## src/rtl/vga_timing_pkg.sv

```systemverilog
// Shared VGA timing constants: default 640x480@60 Hz porch/sync widths and coordinate width.
// No logic; consumed at elaboration only.
// Not applicable (constants only).
package vga_timing_pkg;
    localparam int COORD_W       = 10;
    localparam int MAX_TOTAL     = 1 << COORD_W;

    localparam int DEF_H_DISPLAY = 640;
    localparam int DEF_H_FRONT   = 16;
    localparam int DEF_H_SYNC    = 96;
    localparam int DEF_H_BACK    = 48;
    localparam int DEF_V_DISPLAY = 480;
    localparam int DEF_V_FRONT   = 10;
    localparam int DEF_V_SYNC    = 2;
    localparam int DEF_V_BACK    = 33;

    localparam int DEF_H_TOTAL   = DEF_H_DISPLAY + DEF_H_FRONT + DEF_H_SYNC + DEF_H_BACK;
    localparam int DEF_V_TOTAL   = DEF_V_DISPLAY + DEF_V_FRONT + DEF_V_SYNC + DEF_V_BACK;
endpackage

```

## src/rtl/vga_axis_counter.sv

```systemverilog
// One timing axis: wrap counter with enable, decodes sync/active window from the NEXT count.
// Outputs are combinational from the count register and en; the parent registers them.
// No backpressure; en simply freezes the count.
module vga_axis_counter
    import vga_timing_pkg::*;
#(
    parameter int TOTAL      = DEF_H_TOTAL,
    parameter int SYNC_START = DEF_H_DISPLAY + DEF_H_FRONT,
    parameter int SYNC_END   = DEF_H_DISPLAY + DEF_H_FRONT + DEF_H_SYNC,
    parameter int DISPLAY    = DEF_H_DISPLAY
) (
    input  logic               clk,
    input  logic               reset,
    input  logic               en,
    output logic [COORD_W-1:0] next_cnt,
    output logic               wrap,
    output logic               sync,
    output logic               active
);
    localparam logic [COORD_W-1:0] LAST   = COORD_W'(TOTAL - 1);
    localparam logic [COORD_W-1:0] SYNC_S = COORD_W'(SYNC_START);
    localparam logic [COORD_W-1:0] SYNC_E = COORD_W'(SYNC_END);
    localparam logic [COORD_W-1:0] DISP   = COORD_W'(DISPLAY);

    logic [COORD_W-1:0] cnt;

    // Next count and window decode, so the parent's registers line up with the new coordinate.
    always_comb begin
        wrap     = en && (cnt == LAST);
        next_cnt = cnt;
        if (wrap) begin
            next_cnt = '0;
        end else if (en) begin
            next_cnt = cnt + 1'b1;
        end
        sync   = (next_cnt >= SYNC_S) && (next_cnt < SYNC_E);
        active = (next_cnt < DISP);
    end

    // Count register; resets to the last position so the first enabled edge lands on 0.
    always_ff @(posedge clk or posedge reset) begin
        if (reset) begin
            cnt <= LAST;
        end else begin
            cnt <= next_cnt;
        end
    end
endmodule

```

## src/rtl/vga_timing_gen.sv

```systemverilog
// VGA pixel timing: registered hsync/vsync, display_on, coordinates, line/frame strobes, frame index.
// Outputs change one clk after a pix_ce edge and all describe the same pixel.
// pix_ce=0 freezes timing and drops the strobes; no other flow control.
module vga_timing_gen
    import vga_timing_pkg::*;
#(
    parameter int H_DISPLAY = DEF_H_DISPLAY,
    parameter int H_FRONT   = DEF_H_FRONT,
    parameter int H_SYNC    = DEF_H_SYNC,
    parameter int H_BACK    = DEF_H_BACK,
    parameter int V_DISPLAY = DEF_V_DISPLAY,
    parameter int V_FRONT   = DEF_V_FRONT,
    parameter int V_SYNC    = DEF_V_SYNC,
    parameter int V_BACK    = DEF_V_BACK,
    parameter int SYNC_POL  = 0,
    parameter int FRAME_W   = 8
) (
    input  logic               clk,
    input  logic               reset,
    input  logic               pix_ce,
    output logic               hsync,
    output logic               vsync,
    output logic               display_on,
    output logic [COORD_W-1:0] hpos,
    output logic [COORD_W-1:0] vpos,
    output logic               line_start,
    output logic               frame_start,
    output logic [FRAME_W-1:0] frame_count
);
    localparam int   H_TOTAL  = H_DISPLAY + H_FRONT + H_SYNC + H_BACK;
    localparam int   V_TOTAL  = V_DISPLAY + V_FRONT + V_SYNC + V_BACK;
    localparam logic SYNC_ACT = (SYNC_POL != 0);

    generate
        if (H_TOTAL > MAX_TOTAL || V_TOTAL > MAX_TOTAL) begin : g_total_check
            $error("vga_timing_gen: H_TOTAL/V_TOTAL exceed coordinate range");
        end
    endgenerate

    logic [COORD_W-1:0] h_next, v_next;
    logic               h_wrap, v_wrap;
    logic               h_sync, v_sync;
    logic               h_active, v_active;
    logic               v_en;

    assign v_en = pix_ce & h_wrap;

    vga_axis_counter #(
        .TOTAL      (H_TOTAL),
        .SYNC_START (H_DISPLAY + H_FRONT),
        .SYNC_END   (H_DISPLAY + H_FRONT + H_SYNC),
        .DISPLAY    (H_DISPLAY)
    ) u_h_ctr (
        .clk      (clk),
        .reset    (reset),
        .en       (pix_ce),
        .next_cnt (h_next),
        .wrap     (h_wrap),
        .sync     (h_sync),
        .active   (h_active)
    );

    vga_axis_counter #(
        .TOTAL      (V_TOTAL),
        .SYNC_START (V_DISPLAY + V_FRONT),
        .SYNC_END   (V_DISPLAY + V_FRONT + V_SYNC),
        .DISPLAY    (V_DISPLAY)
    ) u_v_ctr (
        .clk      (clk),
        .reset    (reset),
        .en       (v_en),
        .next_cnt (v_next),
        .wrap     (v_wrap),
        .sync     (v_sync),
        .active   (v_active)
    );

    // Output registers; v_wrap only fires together with h_wrap, so it marks the wrap to (0,0).
    always_ff @(posedge clk or posedge reset) begin
        if (reset) begin
            hpos        <= COORD_W'(H_TOTAL - 1);
            vpos        <= COORD_W'(V_TOTAL - 1);
            hsync       <= ~SYNC_ACT;
            vsync       <= ~SYNC_ACT;
            display_on  <= 1'b0;
            line_start  <= 1'b0;
            frame_start <= 1'b0;
            frame_count <= '1;
        end else begin
            hpos        <= h_next;
            vpos        <= v_next;
            hsync       <= h_sync ? SYNC_ACT : ~SYNC_ACT;
            vsync       <= v_sync ? SYNC_ACT : ~SYNC_ACT;
            display_on  <= h_active && v_active;
            line_start  <= h_wrap;
            frame_start <= v_wrap;
            if (v_wrap) begin
                frame_count <= frame_count + 1'b1;
            end
        end
    end
endmodule

```

## config.mk

```make
export PLATFORM = sky130hd
export DESIGN_NAME = vga_timing_gen
export DESIGN_NICKNAME = d
export VERILOG_FILES = /design/src/rtl/vga_timing_pkg.sv /design/src/rtl/vga_axis_counter.sv /design/src/rtl/vga_timing_gen.sv
export SDC_FILE = /design/constraint.sdc
export NUM_CORES = 1
export LEC_CHECK = 0
export BUFFER_PORTS_ARGS = -buffer_cell sky130_fd_sc_hd__buf_2
export CORE_MARGIN = 1.5
export CORE_UTILIZATION = 45
export DETAILED_ROUTE_END_ITERATION = 10
export GPL_ROUTABILITY_DRIVEN = 0
export PLACE_DENSITY = 0.68
export SETUP_SLACK_MARGIN = 0.5
export SYNTH_ARGS = -nofsm -noshare
export SYNTH_HDL_FRONTEND = slang
export SYNTH_SLANG_ARGS = --single-unit
```

## constraint.sdc

```tcl
create_clock -name clk -period 2.96 [get_ports clk]
set_input_delay 0.592 -clock clk [delete_from_list [all_inputs] [get_ports clk]]
set_output_delay 0.592 -clock clk [all_outputs]
set_load 0.005 [all_outputs]
```

Yosys cells after proc, flatten, opt, wreduce, memory -nomap -nowiden

Index checks and enable logic that the tools add are counted.

Bits in registers: 33
Output and inout bits: 33

Add/subtract/negate cells: 3
Magnitude comparators: 6
Equal/unequal tests: 2
Mux-type cells: 6
Bitwise gates (word level): 1
Reductions and logical operators: 5

Operators by type and width:

| kind                                                                | count |
|---|---|
| 2-to-1 mux 10 bit                                                   | 4 |
| adder 10 x 1 -> 10 bit (second input constant)                      | 2 |
| == test 10 bit (second input constant)                              | 2 |
| less-than comparator 10 bit (second input constant)                 | 2 |
| less-than comparator 10 x 9 -> 1 bit (second input constant)        | 2 |
| greater-or-equal comparator 10 bit (second input constant)          | 1 |
| greater-or-equal comparator 10 x 9 -> 1 bit (second input constant) | 1 |
| adder 8 x 1 -> 8 bit (second input constant)                        | 1 |
| logical AND 1 bit                                                   | 5 |
| 2-to-1 mux 1 bit                                                    | 2 |
| bitwise AND 1 bit                                                   | 1 |

Depth between registers and ports, before layout

Gate-level depths: netlist of the first run.

Depth in word-level cells: 8
Gate-level depth with buffers: 8
Gate-level depth less buffers: 7

Modules after synthesis

A second synthesis of the first run with hierarchy kept.

Cell total of the unflattened synthesis: 201
Area total of the unflattened synthesis: 2401.1 um^2

By module, submodules not included:

| module                      | instances | cells an instance | area an instance (um^2) |
|---|---|---|---|
| vga_timing_gen              | 1         | 56                | 1016.0 |
| vga_axis_counter at u_h_ctr | 1         | 75                | 724.4 |
| vga_axis_counter at u_v_ctr | 1         | 70                | 660.6 |

Worst setup path after synthesis of the first run

No wires, ideal clock.

Path kind: reg-to-reg
Start point: register u_h_ctr.cnt[9]
End point: register display_on
Data arrival time: 2110 ps
Slack: 710 ps
Cell stages (with the launch flop): 6
Path through: dfstp_2 -> or4b_1 -> or3_4 -> or4_1 -> a21oi_2 -> a211oi_1

Cells in the longest elaborated chain, start to end: 7
Elaborated cells on any way between the ends: 12

RTL lines:

| element                                                | RTL line                                       | RTL |
|---|---|---|
| start: declaration                                     | vga_axis_counter.sv:25                         | `logic [COORD_W-1:0] cnt;` |
| start signal: assignment                               | vga_axis_counter.sv:45                         | `cnt <= next_cnt;` |
| == test 10 bit (*)                                     | vga_axis_counter.sv:29                         | `wrap = en && (cnt == LAST);` |
| logical AND 1 bit (*)                                  | vga_axis_counter.sv:29                         |  |
| bitwise AND 1 bit (*)                                  | vga_timing_gen.sv:46                           | `assign v_en = pix_ce & h_wrap;` |
| 2-to-1 mux 10 bit or logical AND 1 bit (tied branches) | vga_axis_counter.sv:33, vga_axis_counter.sv:29 |  |
| 2-to-1 mux 10 bit (*)                                  | vga_axis_counter.sv:31                         | `if (wrap) begin` |
| named net u_v_ctr.next_cnt[9]                          | vga_axis_counter.sv:15                         | `output logic [COORD_W-1:0] next_cnt,` |
| less-than comparator 10 x 9 -> 1 bit (*)               | vga_axis_counter.sv:37                         | `active = (next_cnt < DISP);` |
| logical AND 1 bit (*)                                  | vga_timing_gen.sv:94                           | `display_on <= h_active && v_active;` |
| end signal: assignment                                 | vga_timing_gen.sv:94                           |  |
| end: declaration                                       | vga_timing_gen.sv:23                           | `output logic display_on,` |

The timed path passes the listed nets; every way through them passes the cells marked *.
A chain may end at the register's enable or synchronous reset.

Worst setup path in the final report of the first run

Ends and elaborated chain as after synthesis.

==> impl_metrics.json, run 1 <==
{
  "antennaDiodeCount": 0,
  "grt_pass1_vias": 1325,
  "cts_buffers": 5,
  "cts_tree": "built",
  "avgViaCountPerCell": 5.68,
  "start_util_pct": 46.2,
  "cpPeakStageDelay_ns": 0.56,
  "crit_type": "register to register",
  "cts.htree.levels": 2,
  "dpl.hpwl_mm": 2.49,
  "grt_pass1_wl_mm": 6.06,
  "synth_most_common_cell": "dfstp_2",
  "utilization_pct": 55.3,
  "synth_edf_count": 0,
  "dp_cells": 237,
  "pwr-share-clk_pct": 31.8,
  "ys_top_cells_by_count": "20 x dfstp_2, 13 x dfrtp_1, 13 x nand2_1, 11 x xnor2_1, 10 x nand4_1",
  "status": "finished clean",
  "rsz0062_at_grt": "false",
  "final_antenna_net_count": 0,
  "path_cells": "or4b_4 > or3_4 > or4_1 > a21oi_2 > a211oi_1",
  "p_int_uw": 832,
  "gr-usage-met3_pct": 5.46,
  "timing.fmax_mhz": 425,
  "crit_buf_inv": 0,
  "io-pin-count": 36,
  "drt-initial-drc-count": 77,
  "track_usage_pct": 19.1,
  "syn_nets": 165,
  "slew_violations": 0,
  "syn_inst": 158,
  "dr.pass1.iters": 5,
  "fin_cells": 246,
  "setup_viol": 0,
  "cpMaxStageDelayCell": "or4_1",
  "drc": 0,
  "post_cts_buffers": 0,
  "tightestPinTransition_ns": 0.445,
  "ys_seq_area_share_pct": 50.7,
  "p_per_area_nw_per_um2": 580,
  "cp_max_fo": 6,
  "period_minus_slack_ns": 2.35,
  "avgSynthCellArea_sq_um": 10.6,
  "root_buffer": "clkbuf_8",
  "grt_max_degree": 34,
  "tns_ns": 0,
  "finalPower_uw": 1160,
  "io_buffers": 35,
  "p_sw_uw": 333,
  "synthTopCellsByArea": "dfstp_2 31%, dfrtp_1 19%, xnor2_1 5.7%",
  "seqPwrFrac_pct": 51.6,
  "synth_area_sq_um": 1680,
  "synth_area_leader_cell": "dfstp_2",
  "ir_worst_vdd_v": 0.000433,
  "slew_headroom_pct": 70.0,
  "route.vias.total": 1397,
  "synthArstFlopShare_pct": 100,
  "cp_top_family": "simple AND/OR/NAND/NOR gates",
  "drt_wl_total_mm": 3.62,
  "dpl_cell_area_sq_um": 1890,
  "yosysWarningCount": 0,
  "grt_overflow": 0,
  "top_usage_layer": "met2",
  "fin_skew_ns": 0.00657,
  "hp-class": "primary input to asynchronous set/reset pin",
  "wire_per_inst_um": 14.7,
  "clock-sinks": 33,
  "leakage_uw": 0.000926,
  "maxCapViolCount": 0,
  "endpoint_kind": "register",
  "die_w_um": 64.1,
  "nets": 204,
  "required_ns": 3.11,
  "area_growth_syn_to_layout_pct": 19.7,
  "core.rowCount": 22,
  "comb_power_share_pct": 16.6,
  "p_sw_share_pct": 28.6,
  "drive_gt1_share_pct": 36.9,
  "postLayoutCellArea_sq_um": 2010,
  "cts.path.max_buffers": 2,
  "fin_crit_sh_pct": 79.5,
  "grt_use_met2_pct": 30.3,
  "finalHoldViolations": 0,
  "cp-start-kind": "register",
  "synth_cell_types": 43,
  "synth-seq-cells": 33,
  "die_h_um": 64.1,
  "dieArea_sq_um": 4110,
  "clk_pin_slew_ns": 0.07,
  "clock_latency_ns": 0.29,
  "coreArea_sq_um": 3630,
  "met1_usage_pct": 24.3,
  "synth_top_area_share_pct": 31.3,
  "synth_flop_cell": "dfstp_2",
  "antenna_found_initial": 0,
  "arrival_ns": 2.50
}
cell usage in the layout (no fill, tap or decap), types with 2 or more instances in the layout:
cell / n
nor4b_1: 2
and3b_1: 2
nand2_1: 13
or3_1: 3
nor4_1: 2
nand4b_1: 2
xnor2_1: 11
buf_2: 35
nand3_1: 7
a21oi_1: 2
dfstp_2: 20
nor3_1: 4
o31ai_1: 3
dfrtp_1: 12
o21ai_0: 7
nand4_1: 10
and4_1: 2
clkbuf_8: 7
a211oi_1: 2
ha_1: 4
inv_1: 5
and3_1: 3
nor2_1: 9
or2_2: 2
xor2_1: 9
power by group through the flow:
| stage | registers (uW) | clock network, uW | logic (uW) |
|---|---|---|---|
| 6_report | 601 | 371 | 194 |
| 5_1_grt | 610 | 401 | 225 |
| 4_1_cts | 597 | 381 | 195 |
| 3_5_place_dp | 602 | 0 | 194 |
| 3_3_place_gp | 598 | 0 | 192 |
| 2_1_floorplan | 596 | 0 | 116 |
cell type report:
cell class / count / area (sq um)
tap: 48 / 60.1
multi-input combinational: 116 / 795
timing repair buffer: 36 / 183
sequential: 33 / 852
clock inverter: 1 / 5.00
clock buffer: 7 / 96.3
inverter: 5 / 18.8
fill: 352 / 1620
what timing repair did:
item,4_1_cts,5_1_grt
resized for setup,0,3
hold buffers,0,0
setup endpoints to repair,0,9
worst paths after layout:
path	start	end	slack [ns]	depth (start not counted)
setup / recovery	u_h_ctr.cnt[9]	display_on	0.61	5
hold / removal	reset	u_v_ctr.cnt[0]	0.38	3
setup reg to reg	u_h_ctr.cnt[9]	display_on	0.61	5
hold reg to reg	frame_count[7]	frame_count[7]	0.49	1
max in group asynchronous	reset	u_v_ctr.cnt[3]	2.26	3
min in group clk	frame_count[7]	frame_count[7]	0.49	1
metrics by stage:
stage               setup slack [ns]  hold WS, ns
detailed placement             0.552        0.482
global route                   0.501        0.427
global placement               0.613        0.476
finish                         0.606        0.380
CTS                            0.537        0.387
floorplan                      0.710        0.479
routing by layer:
layer | share of wire (%) | vias to the layer above | wire length, um
met1 | 44 | 696 | 1610
met2 | 49 | 54 | 1780
li1 | - | 643 | -
met3 | 5.5 | 4 | 199
met4 | 0.86 | 0 | 31
met5 | 0 | - | 0
worst reg2reg max path: cells and delay by family (launching register included):
kind               cells  cell delay, ns
AOI/OAI and AO/OA      2            0.23
DFF                    1            0.55
and+or+nand+nor        3            1.45
cells by family after synthesis:
| group | Yosys count | synth area share [%] |
|---|---|---|
| AOI/OAI and AO/OA | 20 | 8.27 |
| DFF | 33 | 50.7 |
| adders and majority gates | 4 | 2.98 |
| and+or+nand+nor | 69 | 23.4 |
| muxes | 2 | 1.27 |
| xor gates and xnor gates | 20 | 10.4 |
| buffers and inverters | 10 | 2.98 |
sequential cells by signal, indices dropped and copies added, names as in the netlist:
register,flops
display_on,1
u_v_ctr.cnt,10
line_start,1
frame_start,1
u_h_ctr.cnt,10
hsync,1
vsync,1
frame_count,8
(Power assumes the default switching activity.)
==> run 2: changes to the inputs <==
--- a/config.mk
+++ b/config.mk
@@ -5,12 +5,13 @@
 export SDC_FILE = /design/constraint.sdc
 export NUM_CORES = 1
 export LEC_CHECK = 0
+export ABC_AREA = 1
 export BUFFER_PORTS_ARGS = -buffer_cell sky130_fd_sc_hd__buf_2
 export CORE_MARGIN = 1.5
 export CORE_UTILIZATION = 45
 export DETAILED_ROUTE_END_ITERATION = 10
 export GPL_ROUTABILITY_DRIVEN = 0
-export PLACE_DENSITY = 0.68
+export PLACE_DENSITY = 0.67
 export SETUP_SLACK_MARGIN = 0.5
 export SYNTH_ARGS = -nofsm -noshare
 export SYNTH_HDL_FRONTEND = slang
==> constraint.sdc (replaced) <==
create_clock -name clk -period 2.2 [get_ports clk]
set_input_delay 0.44 -clock clk [delete_from_list [all_inputs] [get_ports clk]]
set_output_delay 0.44 -clock clk [all_outputs]
set_load 0.005 [all_outputs]
==> run 2 against run 1 <==
Against the previous run:
- synthesized area rose by 10%
- clock skew grew 0.0078 ns
- hold slack worse by 0.16 ns
- power increased by 39%
- worst setup slack worse by 0.15 ns
- non-clock buffer count up 15
- fmax is 35% higher
- register-to-register slack lost 0.15 ns
- largest power group unchanged
- largest cell class is now multi-input gates
- sequential power rose by 30%
==> impl_metrics.json, run 2 <==
{
  "synth_flop_cell": "dfstp_2",
  "syn_inst": 224,
  "final_antenna_net_count": 0,
  "grt_overflow": 0,
  "dr.pass1.iters": 4,
  "cp-start-kind": "register",
  "clock-sinks": 33,
  "ys_seq_area_share_pct": 46.0,
  "synth_most_common_cell": "nand2_1",
  "nets": 287,
  "fin_ws_ns": 0.457,
  "track_usage_pct": 20.4,
  "synth_area_sq_um": 1850,
  "coreArea_sq_um": 3970,
  "cts_buffers": 5,
  "fin_skew_ns": 0.0144,
  "final_common_cell": "nand2_1",
  "crit_type": "register to register",
  "die_h_um": 67.1,
  "synth_top_area_share_pct": 28.4,
  "clock_latency_ns": 0.29,
  "p_per_area_nw_per_um2": 676,
  "grt_pass1_vias": 1416,
  "p_sw_uw": 514,
  "finalHoldViolations": 0,
  "tns_ns": 0,
  "endpoint_kind": "register",
  "layout.area.seq_sq_um": 851,
  "clk_pin_slew_ns": 0.08,
  "synth_cell_types": 30,
  "syn_nets": 231,
  "antennaDiodeCount": 0,
  "comb_power_share_pct": 21.8,
  "postLayoutCellArea_sq_um": 2390,
  "maxCapViolCount": 0,
  "drive_gt1_share_pct": 38.4,
  "grt_pass1_wl_mm": 6.67,
  "root_buffer": "clkbuf_8",
  "rsz0062_at_grt": "true",
  "avgViaCountPerCell": 4.90,
  "io-pin-count": 36,
  "slew_headroom_pct": 73.2,
  "start_util_pct": 46.5,
  "ys_top_cells_by_count": "66 x nand2_1, 35 x inv_1, 21 x nor2_1, 20 x dfstp_2, 15 x nand3_1",
  "ir_worst_vdd_v": 0.000305,
  "period_minus_slack_ns": 1.74,
  "path_cells": "ha_4 > nand3_4 > nor2_4 > nand2_8 > nor2_8 > buf_6 > nand4_1 > xnor2_1",
  "wire_per_inst_um": 13.1,
  "drt_wl_total_mm": 4.33,
  "core.rowCount": 23,
  "dieArea_sq_um": 4500,
  "final_cell_mix": "63 x nand2_1, 35 x buf_2, 34 x inv_1",
  "timing.fmax_mhz": 574,
  "antenna_found_initial": 0,
  "synth-seq-cells": 33,
  "fin_crit_sh_pct": 79.2,
  "route.vias.total": 1623,
  "synth_edf_count": 0,
  "dpl_cell_area_sq_um": 2080,
  "cts_tree": "built",
  "cp_max_fo": 8,
  "p_int_uw": 1100,
  "synth_area_leader_cell": "dfstp_2",
  "setup_viol": 0,
  "p_sw_share_pct": 31.8,
  "cpPeakStageDelay_ns": 0.56,
  "area_growth_syn_to_layout_pct": 29.3,
  "arrival_ns": 1.95,
  "synthTopCellsByArea": "dfstp_2 28%, dfrtp_1 18%, nand2_1 13%",
  "cts.htree.levels": 2,
  "synthArstFlopShare_pct": 100,
  "reg_top3": "u_h_ctr.cnt: 10 flops, u_v_ctr.cnt: 10 flops, frame_count: 8 flops",
  "grt_max_degree": 34,
  "post-place-ws_ns": 0.318,
  "io_buffers": 35,
  "yosysWarningCount": 0,
  "required_ns": 2.41,
  "cpMaxStageDelayCell": "dfstp_2",
  "tightestPinTransition_ns": 0.403,
  "die_w_um": 67.1,
  "nFillCells": 348,
  "slew_violations": 0,
  "finalPower_uw": 1620,
  "multi_input_area_sq_um": 932,
  "dp_cells": 307,
  "pwr-share-clk_pct": 29.8,
  "cts.path.max_buffers": 2,
  "drc": 0,
  "fin_cells": 331,
  "leakage_uw": 0.00132,
  "avgSynthCellArea_sq_um": 8.25,
  "hp-class": "primary input to asynchronous set/reset pin",
  "seqPwrFrac_pct": 48.4,
  "dpl.hpwl_mm": 2.68,
  "status": "finished clean",
  "drt-initial-drc-count": 111
}
==> run 2: cell count changes after synthesis, moves of 4 or more <==
cell     delta
nand3_1     +8
nand4_1     -5
nand2_1    +53
xnor2_1     -4
inv_1      +30
nor2_1     +12
==> run 2: cell type report <==
cell class	instances	area share (%)
Timing Repair Buffer	51	12.7
Multi-Input combinational cell	152	39.0
Inverter	37	6.34
Sequential cell	33	35.6
Tap cell	50	2.62
Clock buffer	8	3.77
==> run 2: metrics by stage <==
| step | hold WS [ns] | util [%] |
|---|---|---|
| 5_1_grt | 0.270 | 60.2 |
| 2_1_floorplan | 0.474 | - |
| 6_report | 0.218 | 60.2 |
| 3_5_place_dp | 0.478 | 52.3 |
| 3_3_place_gp | 0.480 | 52.3 |
| 4_1_cts | 0.238 | 57.8 |
==> run 2: cell families (layout without fill, tap and decap cells) <==
group / Yosys count / count (layout) / share of synthesized area, %
AOI/OAI and AO/OA: 10 / 10 / 3.52
adders and majority gates: 4 / 4 / 2.71
DFF: 33 / 33 / 46.0
buffers and inverters: 40 / 96 / 9.21
and+or+nand+nor: 123 / 124 / 31.9
xor gates and xnor gates: 14 / 14 / 6.64
==> run 2: worst max-delay path: cells and delay by family (launching register included) <==
kind                     cells  cell delay (ns)
AND/OR/NAND/NOR              5             0.63
adder cells (fa/ha/maj)      1             0.16
XOR/XNOR                     1             0.17
flip-flops                   1             0.56
buffers and inverters        1             0.13
==> run 2: final timing paths <==
check / startpoint / end / slack, ns / cells after the start
setup / recovery: u_h_ctr.cnt[0] / frame_count[3] / 0.46 / 8
hold / removal: reset / line_start / 0.22 / 3
setup reg to reg: u_h_ctr.cnt[0] / frame_count[3] / 0.46 / 8
hold reg to reg: frame_count[7] / frame_count[7] / 0.49 / 1
max in group asynchronous: reset / u_v_ctr.cnt[9] / 1.64 / 3
min in group clk: pix_ce / u_h_ctr.cnt[1] / 0.44 / 3
==> run 2: timing repair <==
action                                  in CTS  in global routing
hold buffers                                 0                  0
endpoints found under the hold margin        0                  0
endpoints found under the setup margin       7                 14
setup buffers                               10                  5
resized for setup                            8                 15
pin swaps                                    5                  8
cloned                                       1                  0
==> run 2: layer usage <==
metal | part of all wire (%) | track usage (%) | wire, um | vias up
li1 | - | - | - | 801
met4 | 1.6 | 6.12 | 71 | 0
met3 | 4.5 | 5.07 | 195 | 8
met2 | 49 | 32.7 | 2140 | 41
met5 | 0 | 0 | 0 | -
met1 | 44 | 27.0 | 1930 | 773
==> run 2: power groups by stage <==
stage	Sequential (uW)	Clock (uW)	Combinational, uW
global placement	783	0	273
finish	782	481	352
CTS	774	489	321
detailed placement	782	0	279
global route	792	516	393
floorplan	779	0	179
